## src/rtl/pwm_capture.sv

```systemverilog
// pwm_capture: measures period and high time of an asynchronous PWM input
// in clk cycles. Reports each completed period with a one-cycle meas_valid
// pulse and flags a missing/static input once the counter saturates.
module pwm_capture #(
  parameter int CNT_W       = 16,
  parameter int SYNC_STAGES = 2
) (
  input  logic             clk,
  input  logic             rst,
  input  logic             en,
  input  logic             pwm_in,
  output logic [CNT_W-1:0] period_cnt,
  output logic [CNT_W-1:0] high_cnt,
  output logic             meas_valid,
  output logic             no_signal,
  output logic             stuck_level
);

  typedef enum logic [1:0] {
    IDLE,
    HIGH,
    LOW
  } state_t;

  localparam logic [CNT_W-1:0] CNT_MAX = '1;
  localparam logic [CNT_W-1:0] CNT_ONE = {{(CNT_W-1){1'b0}}, 1'b1};

  logic [SYNC_STAGES-1:0] sync_q;
  logic                   prev_q;
  logic                   sync_lvl;
  logic                   rise;
  logic                   fall;
  state_t                 state;
  logic [CNT_W-1:0]       cnt;
  logic [CNT_W-1:0]       hi_tmp;

  assign sync_lvl = sync_q[SYNC_STAGES-1];
  assign rise     = sync_lvl & ~prev_q;
  assign fall     = ~sync_lvl & prev_q;

  // Synchronizer chain plus one delay flop for edge detection; both edges
  // share the same path so rise and fall latencies match exactly.
  always_ff @(posedge clk or posedge rst) begin
    if (rst) begin
      sync_q <= '0;
      prev_q <= 1'b0;
    end else begin
      sync_q <= {sync_q[SYNC_STAGES-2:0], pwm_in};
      prev_q <= sync_lvl;
    end
  end

  // Measurement FSM: cnt counts cycles since the last rise; the fall
  // snapshots the high time, the next rise publishes the full period.
  // Saturation is checked before edges so cnt can never wrap.
  always_ff @(posedge clk or posedge rst) begin
    if (rst) begin
      state       <= IDLE;
      cnt         <= '0;
      hi_tmp      <= '0;
      period_cnt  <= '0;
      high_cnt    <= '0;
      meas_valid  <= 1'b0;
      no_signal   <= 1'b0;
      stuck_level <= 1'b0;
    end else if (!en) begin
      state      <= IDLE;
      cnt        <= '0;
      meas_valid <= 1'b0;
    end else begin
      meas_valid <= 1'b0;
      case (state)
        IDLE: begin
          if (rise) begin
            cnt   <= CNT_ONE;
            state <= HIGH;
          end
        end
        HIGH: begin
          if (cnt == CNT_MAX) begin
            state       <= IDLE;
            cnt         <= '0;
            no_signal   <= 1'b1;
            stuck_level <= sync_lvl;
          end else if (rise) begin
            cnt <= CNT_ONE;
          end else if (fall) begin
            hi_tmp <= cnt;
            cnt    <= cnt + CNT_ONE;
            state  <= LOW;
          end else begin
            cnt <= cnt + CNT_ONE;
          end
        end
        LOW: begin
          if (cnt == CNT_MAX) begin
            state       <= IDLE;
            cnt         <= '0;
            no_signal   <= 1'b1;
            stuck_level <= sync_lvl;
          end else if (rise) begin
            period_cnt <= cnt;
            high_cnt   <= hi_tmp;
            meas_valid <= 1'b1;
            no_signal  <= 1'b0;
            cnt        <= CNT_ONE;
            state      <= HIGH;
          end else begin
            cnt <= cnt + CNT_ONE;
          end
        end
        default: begin
          state <= IDLE;
          cnt   <= '0;
        end
      endcase
    end
  end

endmodule

```

## config.mk

```make
export PLATFORM = sky130hd
export DESIGN_NAME = pwm_capture
export DESIGN_NICKNAME = d
export VERILOG_FILES = /design/src/rtl/pwm_capture.sv
export SDC_FILE = /design/constraint.sdc
export NUM_CORES = 1
export LEC_CHECK = 0
export BUFFER_PORTS_ARGS = -buffer_cell sky130_fd_sc_hd__clkbuf_2
export CORE_MARGIN = 2
export CORE_UTILIZATION = 37
export DETAILED_ROUTE_END_ITERATION = 10
export HOLD_SLACK_MARGIN = 0.06
export PLACE_DENSITY = 0.62
export SYNTH_ARGS = -nofsm -noshare
export SYNTH_HDL_FRONTEND = slang
export SYNTH_SLANG_ARGS = --single-unit
```

## constraint.sdc

```tcl
create_clock -name clk -period 2.35 [get_ports clk]
set_input_delay 0.1175 -clock clk [delete_from_list [all_inputs] [get_ports clk]]
set_output_delay 0.1175 -clock clk [all_outputs]
set_load 0.02 [all_outputs]
```

-- Yosys cells after proc, flatten, opt, wreduce, memory -nomap -nowiden
Index checks and enable logic that the tools add are counted.
- multiplexer cells: 20
- eq/ne operators: 8
- $add $sub $neg: 1
- bitwise operators: 6
- reductions and logical operators: 8
- operators with widths (operator ; count):
    2-to-1 mux 16 bit ; 4
    case mux 16 bit (2 select lines) ; 1
    adder 16 x 1 -> 16 bit, second input constant ; 1
    == test 16 bit, second input constant ; 1
    2-to-1 mux 2 bit ; 6
    != test 4 bit, second input constant ; 2
    AND reduction 4 bit ; 2
    2-to-1 mux 1 bit ; 7
    != test 3 bit, second input constant ; 2
    case mux 2 bit (3 select lines) ; 1
    AND reduction 5 bit ; 1
    inverter 1 bit ; 4
    AND reduction 3 bit ; 1
    bitwise AND 1 bit ; 2
    == test 2 x 1 -> 1 bit, second input constant ; 1
    == test 2 bit, second input constant ; 1
    zero test 2 bit ; 1
    != test 2 bit, second input constant ; 1
    case mux 1 bit (2 select lines) ; 1
    AND reduction 2 bit ; 1
    nonzero test 2 bit ; 1
    OR reduction 2 bit ; 1
- logic and storage cells: 53
- register bits: 72
- bits of input ports: 4
- output and inout port bits: 35

-- Depth between registers and ports, before layout
Gate-level depths: netlist (run 1).
- depth in word-level cells: 7
- mapped depth: 7
- mapped depth without buffers: 6

-- Worst setup path before layout (run 1)
Ideal clock, no wire load.
- kind: flip-flop to flip-flop
- from: register cnt[0]
- to: register stuck_level
- clock period less this slack: 1.972 ns
- cell stages (with the launch flop): 7
- setup slack: 0.378 ns
- arrival time: 1.845 ns
- setup time: 0.128 ns
- cell sequence: dfrtp_1 -> ha_1 -> nand3_1 -> or4_1 -> buf_2 -> nor2_1 -> mux2_1
- longest elaborated chain between the ends: 2
- ends and longest elaborated chain (item ; line ; RTL):
    start: declaration ; 34 ; logic [CNT_W-1:0] cnt;
    start signal: assignment ; 89 ; cnt <= cnt + CNT_ONE;
    start signal: assignment ; 92 ; cnt <= cnt + CNT_ONE;
    start signal: assignment ; 109 ; cnt <= cnt + CNT_ONE;
    == test 16 bit ; 80, 96 ;
    AND reduction 3 bit (no source line) ; n/a ;
    end signal: assignment ; 84 ; stuck_level <= sync_lvl;
    end signal: assignment ; 100 ; stuck_level <= sync_lvl;
    end: declaration ; 16 ; output logic stuck_level
Every way passes these cells.
A chain may end at the register's enable or synchronous reset.

-- Worst setup path in the final report (run 1)
- from: register sync_q[1]
- to: register high_cnt[6]
- longest elaborated chain between the ends: 2
- ends and longest elaborated chain (item ; line ; RTL):
    start: declaration ; 28 ; logic [SYNC_STAGES-1:0] sync_q;
    start signal: assignment ; 48 ; sync_q <= {sync_q[SYNC_STAGES-2:0], pwm_in};
    bitwise AND 1 bit ; 38 ; assign rise = sync_lvl & ~prev_q;
    AND reduction 4 bit (no source line) ; n/a ;
    end signal: assignment ; 103 ; high_cnt <= hi_tmp;
    end: declaration ; 13 ; output logic [CNT_W-1:0] high_cnt,
Every way passes these cells.

==> results of run 1 <==
## synth_stat cells (all sizes together), types with 2 or more instances
| library cell | count | share of area [%] |
|---|---|---|
| nor2 | 10 | 1.3 |
| buf | 8 | 1.3 |
| mux2 | 49 | 17 |
| a21boi | 2 | 0.47 |
| o211ai | 3 | 0.71 |
| dfrtp | 72 | 57 |
| or4 | 3 | 0.71 |
| and4 | 2 | 0.55 |
| o31ai | 2 | 0.47 |
| ha | 5 | 2.0 |
| a21oi | 10 | 1.9 |
| nand3 | 8 | 1.3 |
| a31oi | 8 | 1.6 |
| xor2 | 5 | 1.4 |
| and3 | 2 | 0.39 |
| nand2 | 9 | 1.1 |
| o2111ai | 4 | 1.1 |
| or3 | 3 | 0.59 |
| clkbuf | 3 | 0.35 |
| nand4 | 6 | 1.6 |
| inv | 6 | 0.71 |
| o21ai | 7 | 1.1 |
| or3b | 2 | 0.55 |
| nor4 | 4 | 1.5 |
| nor2b | 3 | 0.59 |
## worst max-delay path: stages (launching register included)
cell	delay [ns]
sky130_fd_sc_hd__dfrtp_1	0.44
sky130_fd_sc_hd__nor2b_1	0.53
sky130_fd_sc_hd__nand2_1	0.21
sky130_fd_sc_hd__nor3b_4	0.27
sky130_fd_sc_hd__buf_12	0.24
sky130_fd_sc_hd__mux2_1	0.35
## cells by family after synthesis
kind of cell	count (synthesis)	share of synthesized area (%)
buffers and inverters	17	2.32
DFF	72	56.7
xor gates and xnor gates	5	1.38
and+or+nand+nor	58	11.4
muxes	49	17.4
adders and majority gates	5	1.97
AOI/OAI and AO/OA	41	8.83
## power breakdown
group / internal (mW) / switching (mW)
sequential: 1.26 / 0.0153
combinational: 0.0539 / 0.103
clock: 0.404 / 0.519
total: 1.72 / 0.638
## state kept, by name, summed over array words and instances (netlist names)
register     count
cnt             16
hi_tmp          16
high_cnt        16
period_cnt      16
state            2
sync_q           2
meas_valid       1
no_signal        1
prev_q           1
stuck_level      1
## layout make-up
type | count | area, um^2
Clock inverter | 7 | 62.6
Inverter | 6 | 22.5
Multi-Input combinational cell | 158 | 1310
Timing Repair Buffer | 58 | 370
Fill cell | 779 | 4440
Tap cell | 105 | 131
Sequential cell | 72 | 1800
Clock buffer | 9 | 124
## placed cells by master (no fill, tap or decap), types with 4 or more instances in the layout
master,instances
sky130_fd_sc_hd__nand4_1,4
sky130_fd_sc_hd__a31oi_1,8
sky130_fd_sc_hd__dfrtp_1,72
sky130_fd_sc_hd__clkbuf_8,9
sky130_fd_sc_hd__nand2_1,9
sky130_fd_sc_hd__xor2_1,5
sky130_fd_sc_hd__o2111ai_1,4
sky130_fd_sc_hd__inv_1,5
sky130_fd_sc_hd__a21oi_1,9
sky130_fd_sc_hd__o21ai_0,5
sky130_fd_sc_hd__buf_4,16
sky130_fd_sc_hd__nor2_1,9
sky130_fd_sc_hd__clkbuf_2,38
sky130_fd_sc_hd__mux2_1,49
sky130_fd_sc_hd__nand3_1,8
sky130_fd_sc_hd__ha_1,5
## worst max-delay path by stage
stage                     startpoint       endpoint  slack (ns)  cells after the start
after floorplan               cnt[0]    stuck_level        0.38                      6
after global placement     sync_q[1]  period_cnt[0]        0.23                      5
final                      sync_q[1]    high_cnt[6]        0.17                      5
after CTS                  sync_q[1]    high_cnt[6]        0.18                      5
after global routing       sync_q[1]    high_cnt[6]        0.03                      5
after detailed placement   sync_q[1]    high_cnt[6]        0.22                      5
## layer usage
metal,vias to the layer above,GRT usage (%)
met5,-,0
met4,0,4.88
met3,12,4.91
met2,46,21.2
met1,1095,19.9
li1,1025,-
==> results.txt, run 1 <==
----------------------------------------------------
[Setup path]
  Worst reg2reg path depth ... 5
  Launch point of the worst reg-to-reg path ... sync_q[1]
  Endpoint class of the critical path ... flip-flop
  Destination of the worst register-to-register timing path ... high_cnt[6]
  Maximum fanout count along the critical path ... 33
  Required time of the critical path ... 2.58 ns
  Critical setup path kind ... flip-flop to flip-flop
  Minimum setup slack among reg-to-reg paths ... 0.17 ns
  Startpoint type of the worst setup path ... flip-flop
  Crit path arrival time ... 2.41 ns

[Hold path]
  Worst hold endpoint ... state[0]
  Critical hold path startpoint ... en
  Hold depth ... 2
  Classification of the worst-slack hold path ... input pin to flip-flop

[Final layout]
  Antenna diode instance count ... 0
  Final net count ... 314
  Final non-filler cell area ... about 0.0038 mm^2
  Final cell utilization of the core ... 46.2%
  Layout overhead on the synthesized area ... 20.3%
  Number of standard cells in the layout, taps in and fillers out ... approximately 420
  Fraction of layout instances using a drive strength above 1 ... 26.1%

[Placement]
  Half-perimeter wire length of the detailed placement result ... 4.43 mm
  Number of buffer cells added on primary ports ... 38
  GP Congestion ... 0.854
  Placed Instances ... roughly 400
  Cell area reported after detailed placement ... 0.00361 mm^2
  Setup slack after placement ... roughly 0.22 ns

[Drt]
  Vias ... approximately 2200
  Top Layer Used ... met4
  Routed length on met2 ... 2.87 mm
  Total routed wire length on the met1 layer ... roughly 3.0 mm
  Via-to-Cell Ratio ... approximately 5.2
  WL final ... 6.24 mm
  Met3 routed WL ... 266 um
  DRC errors left ... 0
  1st-iter DRT viols ... just over 80
  First drt pass iteration count ... 4
  Number of nets with antenna violations after detailed routing ... 0
  Routed wire per std cell ... ~15 um

[Logic synthesis]
  Post-synthesis cell count ... about 250
  Synth Register Bits ... between 70 and 80
  Avg Inst Size Synth ... between 10 and 15 um^2
  Post-synth net total ... 256
  Post-synthesis instance area ... 0.00318 mm^2
  Yosys Warn Count ... 0
  Count of different cell masters after synthesis ... between 40 and 50
  Fraction of the yosys area taken by sequential cells ... 56.7%
  Ys flop type ... sky130_fd_sc_hd__dfrtp_1
  Number of enable flip-flop cells after synthesis ... 0
  Share of async-settable or async-resettable flops after synthesis ... 100%

[STA]
  Post-route minimum period ... 2.18 ns
  Worst path setup slack after routing ... 0.167 ns
  Hold Fails Final Rpt ... 0
  Number of pins with negative max-slew slack in the final report ... 0
  Relative slew slack ... 40.5%
  Number of setup violations in the final report ... 0
  Final clock skew ... 0.0129 ns
  Hold WS ... 0.103 ns
  Slew @ Worst Pin ... 0.892 ns
  Highest attainable clock frequency ... 458 MHz
  Final sum of negative setup slack ... 0 ns
  Unrepaired setup endpoints after global routing ... false
  Post-route clock period utilization ... 92.9%

[Floorplanning]
  Initial cell density of the core ... 38.5%
  Die area ... 0.00934 mm^2
  Number of placement rows ... 33
  Placeable Area ... 0.00826 mm^2
  Top-level port count ... 39
  Overall die width ... 96.6 um
  Chip height ... roughly 97 um

[Clock tree]
  Clock tree root driver cell ... sky130_fd_sc_hd__clkbuf_8
  Total clock sinks ... 72
  Number of gates resized after cts ... 0
  Deepest clock path buffer count ... 2
  Clock transition at the register clock pins on the worst setup and hold paths after CTS ... 0.08 ns
  Number of H-tree levels ... 3
  TritonCTS clock tree ... built
  Setup fix buffers added after clock tree synthesis ... 0
  TritonCTS Buffers ... 9
  Clock insertion delay at the later pin of the skew report ... 0.35 ns
  Hold Buf Count CTS ... 2

[GRT]
  Largest net degree at the start of global routing ... 34
  Global-route wire length before repair ... between 10 and 15 mm
  Total grt overflow ... 0
  Overall Global Routing Usage ... 14.4%
  Number of antenna violations at the first check in global routing ... 0
  Vias in the first global route ... 2152

[Outcome]
  Result of the run ... finished, final reports clean

[Pwr]
  Power after layout ... 2.35 mW
  Maximum vdd drop ... between 0.0003 and 0.0004 V
  Power density normalized to cell area ... 617 mW/mm^2
  Leakage power figure ... 1.91 nW

[Flow run]
  # Max-Cap Violations ... 0

----------------------------------------------------
(Power assumes the default switching activity.)
==> inputs of run 2 (changes only) <==
- clock period: 2.35 -> 2.2 ns (I/O delays scaled with it)
==> run 2 against run 1 <==
Compared with the run above:
- sequential power increased by 7%
- routed wire length decreased by 0.13%
- flip-flop and latch count unchanged
- utilization increased by 0.82 points
- largest power group unchanged
==> results.txt, run 2 (synthesized netlist as in run 1, its figures left out) <==
----------------------------------------------------
[STA]
  Relative slew slack ... 57.1%
  Number of setup violations in the final report ... 0
  Post-route minimum period ... between 2 and 2.5 ns
  Number of pins with negative max-slew slack in the final report ... 0
  Slew @ Worst Pin ... between 0.6 and 0.7 ns
  Final clock skew ... 0.0130 ns
  Unrepaired setup endpoints after global routing ... false
  Post-route clock period utilization ... 92.1%
  Highest attainable clock frequency ... roughly 490 MHz
  Final sum of negative setup slack ... 0 ns
  Hold Fails Final Rpt ... 0

[Setup path]
  Critical setup path kind ... flip-flop to flip-flop
  Required time of the critical path ... 2.43 ns
  Startpoint type of the worst setup path ... flip-flop
  Startpoint of the worst setup timing path ... cnt[5]
  Cell chain of the critical path ... nand4_2, nor4_4, nor3b_4, buf_4, mux2_1
  Minimum setup slack among reg-to-reg paths ... 0.17 ns
  Maximum fanout count along the critical path ... 12
  Master of the slowest instance on the critical path ... sky130_fd_sc_hd__nor4_4
  Worst reg2reg path depth ... 5
  Maximum single-stage delay on the critical path ... 0.57 ns
  Endpoint class of the critical path ... flip-flop
  Launch point of the worst reg-to-reg path ... cnt[5]
  Destination of the worst register-to-register timing path ... period_cnt[4]
  Worst setup path endpoint ... period_cnt[4]
  Crit path arrival time ... 2.26 ns

[Drt]
  Vias ... 2175
  Via-to-Cell Ratio ... 5.18
  Number of nets with antenna violations after detailed routing ... 0
  Routed wire per std cell ... 14.8 um
  1st-iter DRT viols ... 125
  First drt pass iteration count ... 4
  DRC errors left ... 0
  WL final ... 6.23 mm

[Clock tree]
  Clock transition at the register clock pins on the worst setup and hold paths after CTS ... 0.07 ns
  Number of H-tree levels ... 3
  TritonCTS Buffers ... 9
  Clock insertion delay at the later pin of the skew report ... 0.36 ns
  Total clock sinks ... 72
  TritonCTS clock tree ... built
  Clock tree root driver cell ... sky130_fd_sc_hd__clkbuf_8
  Deepest clock path buffer count ... 2

[GRT]
  Global-route wire length before repair ... approximately 11 mm
  Total grt overflow ... 0
  Overall Global Routing Usage ... between 10 and 15%
  Vias in the first global route ... 2107
  Largest net degree at the start of global routing ... 44
  Number of antenna violations at the first check in global routing ... 0

[Final layout]
  Area of combinational cells with multiple inputs ... 0.00131 mm^2
  Total of fill cells in the finished design ... ~780
  Storage cell area ... 0.00180 mm^2
  Layout overhead on the synthesized area ... 22.4%
  Number of standard cells in the layout, taps in and fillers out ... 420
  Final net count ... 319
  Antenna diode instance count ... 0
  Most common cell after layout, fill and taps aside ... sky130_fd_sc_hd__dfrtp_1
  Fraction of layout instances using a drive strength above 1 ... 27.3%
  Commonest non-fill, non-tap cells in the layout ... 72 x sky130_fd_sc_hd__dfrtp_1, 49 x sky130_fd_sc_hd__mux2_1, 38 x sky130_fd_sc_hd__clkbuf_2

[Floorplanning]
  Initial cell density of the core ... just under 40%
  Overall die width ... 96.6 um
  Chip height ... a little under 100 um
  Placeable Area ... a little over 0.008 mm^2
  Number of placement rows ... 33
  Top-level port count ... 39
  Die area ... around 0.0093 mm^2

[Pwr]
  Power density normalized to cell area ... between 600 and 700 mW/mm^2
  Leakage power figure ... 1.95 nW
  Maximum vdd drop ... 0.000343 V

[Placement]
  Number of buffer cells added on primary ports ... 38
  Placed Instances ... between 400 and 500
  GP Congestion ... 0.898
  Half-perimeter wire length of the detailed placement result ... between 4 and 5 mm

[Hold path]
  Critical hold path startpoint ... sync_q[0]
  Classification of the worst-slack hold path ... flip-flop to flip-flop

[Outcome]
  Result of the run ... finished, final reports clean

[Flow run]
  # Max-Cap Violations ... 0

----------------------------------------------------
## run 2: cell types whose count changed in the layout (fill, tap and decap cells not counted), moves of 2 or more
cell	delta
sky130_fd_sc_hd__buf_4	+4
sky130_fd_sc_hd__clkbuf_8	+2
sky130_fd_sc_hd__clkinv_2	+2
sky130_fd_sc_hd__inv_6	-2
sky130_fd_sc_hd__inv_8	-2
## run 2: metal layers
metal	vias up	global-route usage (%)	wire length (um)
li1	1040	-	-
met1	1076	19.3	2970
met2	53	21.2	2860
met3	6	4.41	298
met4	0	6.50	107
met5	-	0	0
## run 2: stage by stage
stage | setup slack (ns) | util [%] | power (mW) | cell area (um^2) | hold WS [ns]
after CTS | 0.0946 | 47.0 | 2.65 | 3880 | 0.355
after global routing | 0.0318 | 47.1 | 2.73 | 3890 | 0.357
after floorplan | 0.228 | - | 1.50 | 3180 | 0.141
final | 0.173 | 47.1 | 2.61 | 3890 | 0.353
after global placement | 0.157 | 44.1 | 1.56 | 3640 | 0.209
after detailed placement | 0.113 | 44.1 | 1.56 | 3640 | 0.216
## run 2: report_power, final
group,leakage (nW),internal [mW],switching (mW),total [mW]
clock,0.101,0.581,0.491,1.07
sequential,0.995,1.35,0.0176,1.36
combinational,0.852,0.0611,0.112,0.173
total,1.95,1.99,0.620,2.61
## run 2: cell type report
cell class | instances | share of cell area (%)
Clock buffer | 11 | 3.90
Clock inverter | 5 | 1.42
Timing Repair Buffer | 63 | 10.6
Multi-Input combinational cell | 158 | 33.8
Inverter | 6 | 0.580
Tap cell | 105 | 3.38
Sequential cell | 72 | 46.4
## run 2: critical path, delay by kind of cell (launching register included)
family / cells / cell delay [ns]
buffers and inverters: 1 / 0.22
DFF: 1 / 0.43
muxes: 1 / 0.32
and+or+nand+nor: 3 / 0.93
## run 2: how the worst min path moves through the flow
stage | end | cells after the start
after floorplan | sync_q[0] | 0
after global placement | high_cnt[4] | 2
after detailed placement | high_cnt[4] | 2
after CTS | sync_q[1] | 0
after global routing | sync_q[1] | 0
final | sync_q[1] | 0
## run 2: repair_timing
action,4_1_cts,5_1_grt
endpoints found under the setup margin,0,16
setup buffers,0,0
resized for setup,0,2
endpoints found under the hold margin,31,0
hold buffers,3,0
